**config.mk**
```make
export PLATFORM = sky130hd
export DESIGN_NAME = tt_um_counter_modal
export DESIGN_NICKNAME = d
export VERILOG_FILES = /design/src/rtl/tt_um_counter_modal.sv
export SDC_FILE = /design/constraint.sdc
export NUM_CORES = 1
export LEC_CHECK = 0
export CAP_MARGIN = 20
export CORE_MARGIN = 5
export CORE_UTILIZATION = 48
export CTS_CLUSTER_SIZE = 10
export DETAILED_ROUTE_END_ITERATION = 8
export GPL_TIMING_DRIVEN = 0
export PLACE_DENSITY = 0.89
export SETUP_SLACK_MARGIN = 0.4
export SLEW_MARGIN = 0
export SYNTH_ARGS = -nofsm -noshare
export SYNTH_HDL_FRONTEND = slang
export SYNTH_SLANG_ARGS = --single-unit
```
**constraint.sdc**
```tcl
create_clock -name clk -period 2.6 [get_ports clk]
set_clock_uncertainty 0.2 [all_clocks]
set_input_delay 0.52 -clock clk [delete_from_list [all_inputs] [get_ports clk]]
set_output_delay 0.52 -clock clk [all_outputs]
set_load 0.005 [all_outputs]
```
**src/rtl/tt_um_counter_modal.sv**
```systemverilog
// Modal up/down counter with a programmable limit, wrap/saturate modes and a terminal-count pulse.
// Optional clock-enable prescaler (divide by 1/2/4/8) is built when COUNTER_PRESCALE_EN is defined.
module tt_um_counter_modal #(
  parameter int WIDTH = 7
) (
  input  logic       clk,
  input  logic       rst_n,
  input  logic       ena,
  input  logic [7:0] ui_in,
  input  logic [7:0] uio_in,
  output logic [7:0] uo_out,
  output logic [7:0] uio_out,
  output logic [7:0] uio_oe
);

  localparam logic [WIDTH-1:0] ZERO = '0;
  localparam logic [WIDTH-1:0] ONE  = WIDTH'(1);

  logic             en;
  logic             dir;
  logic             load;
  logic             mode;
  logic             clear;
  logic             load_limit;
  logic [WIDTH-1:0] data;

  logic [WIDTH-1:0] count;
  logic [WIDTH-1:0] limit;
  logic             tc;
  logic             tick;

  logic [WIDTH:0]   step_res;
  logic [6:0]       count_ext;
  logic             unused_bits;

  assign en         = ui_in[0];
  assign dir        = ui_in[1];
  assign load       = ui_in[2];
  assign mode       = ui_in[3];
  assign clear      = ui_in[4];
  assign load_limit = ui_in[5];
  assign data       = uio_in[WIDTH-1:0];

  // Returns {boundary_hit, next_count}; a boundary step raises tc in either mode.
  function automatic logic [WIDTH:0] step_fn(
    input logic [WIDTH-1:0] cur,
    input logic [WIDTH-1:0] lim,
    input logic             up,
    input logic             sat
  );
    logic [WIDTH:0] r;
    if (up) begin
      if (cur < lim) r = {1'b0, cur + ONE};
      else           r = {1'b1, (sat ? lim : ZERO)};
    end else begin
      if (cur != ZERO) r = {1'b0, cur - ONE};
      else             r = {1'b1, (sat ? ZERO : lim)};
    end
    return r;
  endfunction

  assign step_res = step_fn(count, limit, dir, mode);

`ifdef COUNTER_PRESCALE_EN
  logic [2:0] presc;
  logic [2:0] presc_max;

  always_comb begin
    presc_max = 3'd0;
    case (ui_in[7:6])
      2'd0:    presc_max = 3'd0;
      2'd1:    presc_max = 3'd1;
      2'd2:    presc_max = 3'd3;
      default: presc_max = 3'd7;
    endcase
  end

  assign tick = (presc == presc_max);

  // Prescaler only advances while counting is enabled; clear/load restart the divide phase.
  always_ff @(posedge clk) begin
    if (!rst_n) begin
      presc <= 3'd0;
    end else if (ena) begin
      if (clear || load) presc <= 3'd0;
      else if (en)       presc <= tick ? 3'd0 : presc + 3'd1;
    end
  end
`else
  assign tick = 1'b1;
`endif

  // Limit updates alongside any count action; a same-edge step still uses the old limit.
  always_ff @(posedge clk) begin
    if (!rst_n) begin
      count <= '0;
      limit <= '1;
      tc    <= 1'b0;
    end else if (ena) begin
      if (load_limit) limit <= data;
      if (clear) begin
        count <= '0;
        tc    <= 1'b0;
      end else if (load) begin
        count <= data;
        tc    <= 1'b0;
      end else if (en && tick) begin
        count <= step_res[WIDTH-1:0];
        tc    <= step_res[WIDTH];
      end else begin
        tc    <= 1'b0;
      end
    end
  end

  assign count_ext   = 7'(count);
  assign uo_out      = {tc, count_ext};
  assign uio_out     = 8'h00;
  assign uio_oe      = 8'h00;
  assign unused_bits = &{1'b0, ui_in[7:6], uio_in};

endmodule

```
==> reports/metrics.cfg <==
[status]
status=complete, no violations

[synth]
synth_area_leaders=dfxtp_1, buf_4, ha_1, nand2_1, nand3_1
syn_avg_cell_area_um2=7.40
yosysMostFrequentCell=nand2_1
synthArstFlopShare=0
yosys_register_bits=15
synth_cells=199
synth_warnings=0
synth-edff-count=0
netlist_top_cells_count=nand2_1, buf_4, dfxtp_1
ys.flop_type=dfxtp_1
syn-cell-area_um2=1470
ys_seq_area_frac=0.204
yosys.area.top_type_share=0.204
yosysTopAreaCell=dfxtp_1
ys_types=43

[layout]
fin_util=0.629
multi_input_area_um2=1040
layout-drive-gt1-share=0.185
nFillCells=255
nets=272
seqCellArea_um2=307
area_growth_pct=28.3
antenna_cells=0

[power]
ir_drop_mv=0.231
p_clk_frac=0.205
intPower_uw=435
power_density_nw_per_um2=351
comb_power_share=0.408
switching_share=0.343
pwr-share-seq=0.387
power_leakage_nw=0.865
switching_power_uw=227

[critical_path]
cpPeakStageDelay_ns=0.55
critPathLaunchType=flop
crit_buf_inv=2
cp_cell_sequence=buf_6 > or4_4 > nor3b_4 > buf_4 > o21a_1 > o31a_1 > a31oi_1
required_ns=2.58
cp_top_family=simple AND/OR/NAND/NOR gates
worst_ep_arrival_time_ns=2.12
endpoint_kind=flop
crit_type=reg2reg
critical_path.max_fanout=7
critPathSlowestCell=or4_4

[die]
ios=43
die_h_um=65.4
core_um2=3000
die-area_um2=4280
num_rows=20
fp.dieW_um=65.4
initial_core_util=0.490

[global_route]
grt_max_degree=11
grt_usage=0.183
grt_antenna_before_repair=0
grt_pass1_wl_um=6330
grt_pass1_vias=1461
overflow=0

[sta]
finalSetupViolCount=0
fin_crit_sh=0.822
finalHoldViolations=0
rsz0062_at_grt=no
slew_viol_final=0
fmax_mhz=468
min_period_ns=2.14
setup_tns_ns=0

[placement]
hpwl_um=2910
gp_congestion=0.932
io_buffer_count=20

[clock_network]
clockBufferDepth=2
cts_max_level=1
clk_pin_slew_ns=0.10
clock-sinks=15
ctsHoldBuffers=0
cts_tree=yes
clkLatencyLatePin_ns=0.29
root_buffer=clkbuf_4
cts-buffers-inserted=3

[drt]
drc=0
drt_iter0_drc=107
routed_wl_um=3850
wl_per_cell_um=13.9
viasPerCell=5.55
detailroute.via_count=1533
firstDrtPassIters=4
drtAntennaViolNets=0

[min_path]
min_path_type=reg2reg

[job]
drv_cap=0

==> flip-flops by register name, summed over array words and instances (netlist names) <==
| name | count |
|---|---|
| count | 7 |
| limit | 7 |
| tc | 1 |
==> worst min-delay path: cells and delay by family (launching register included) <==
family | cells | cell delay (ns)
compound gates | 1 | 0.07
flops | 1 | 0.32
simple gates | 1 | 0.08
==> per-stage QoR <==
| stage | power (mW) | hold WS [ns] | instances | cell area [µm²] | worst slack (ns) |
|---|---|---|---|---|---|
| floorplan | 0.426 | 0.270 | 214 | 1530 | 0.472 |
| global placement | 0.491 | 0.288 | 267 | 1770 | 0.151 |
| detailed placement | 0.497 | 0.298 | 267 | 1770 | 0.0968 |
| CTS | 0.631 | 0.313 | 271 | 1810 | 0.410 |
| global route | 0.701 | 0.346 | 276 | 1890 | 0.388 |
| finish | 0.663 | 0.312 | 276 | 1890 | 0.464 |
==> repair_timing <==
item                                    CTS  global route
endpoints found under the hold margin     0             0
gates cloned                              0             0
setup buffers                             0             5
endpoints found under the setup margin    8             9
gates resized for setup                   4            19
pin swaps                                 0             4
==> worst paths after layout <==
path | to | start | slack, ns | cells past startpoint
max reg2reg | count[2] | count[5] | 0.46 | 7
max | count[2] | count[5] | 0.46 | 7
min reg2reg | count[2] | limit[2] | 0.31 | 2
min | count[2] | limit[2] | 0.31 | 2
==> kinds of logic after synthesis <==
kind of cell | after synthesis | share of synthesized area
XOR/XNOR | 8 | 0.0476
buffers and inverters | 40 | 0.152
AO/OA/AOI/OAI | 49 | 0.222
AND/OR/NAND/NOR | 74 | 0.274
flip-flops | 15 | 0.204
multiplexers | 3 | 0.0212
other | 1 | 0.00255
adder cells (fa/ha/maj) | 9 | 0.0765
==> layer usage <==
layer	global-route usage	vias up	wire length, µm
li1	-	756	-
met1	0.230	680	1650
met2	0.320	89	1790
met3	0.0256	8	358
met4	0.0596	0	55
met5	0	-	0
==> power groups by stage <==
stage | combinational [mW] | sequential [mW] | clock, mW
6_report | 0.270 | 0.257 | 0.136
5_1_grt | 0.295 | 0.258 | 0.148
4_1_cts | 0.238 | 0.257 | 0.137
3_5_place_dp | 0.236 | 0.262 | 0
3_3_place_gp | 0.230 | 0.261 | 0
2_1_floorplan | 0.168 | 0.259 | 0
==> cell type report <==
type / instances / area share
timing repair buffer: 25 / 0.126
tap: 33 / 0.0219
sequential: 15 / 0.162
clock buffer: 3 / 0.0119
buffer: 30 / 0.105
clock inverter: 1 / 0.00265
multi-input combinational: 159 / 0.551
inverter: 10 / 0.0199
==> layout by cell type, fill, tap and decap left out, drive strengths merged, types with 5 or more instances in the layout <==
cell type,n
a21oi,10
nor3b,5
xor2,6
o21ai,9
nor2b,5
inv,10
buf,25
ha,9
o31ai,7
clkdlybuf4s50,20
o211ai,7
nand2,24
dfxtp,15
nor2,7
nand3,13
nand2b,5
clkbuf,13
conb,16
(Power assumes the default switching activity.)
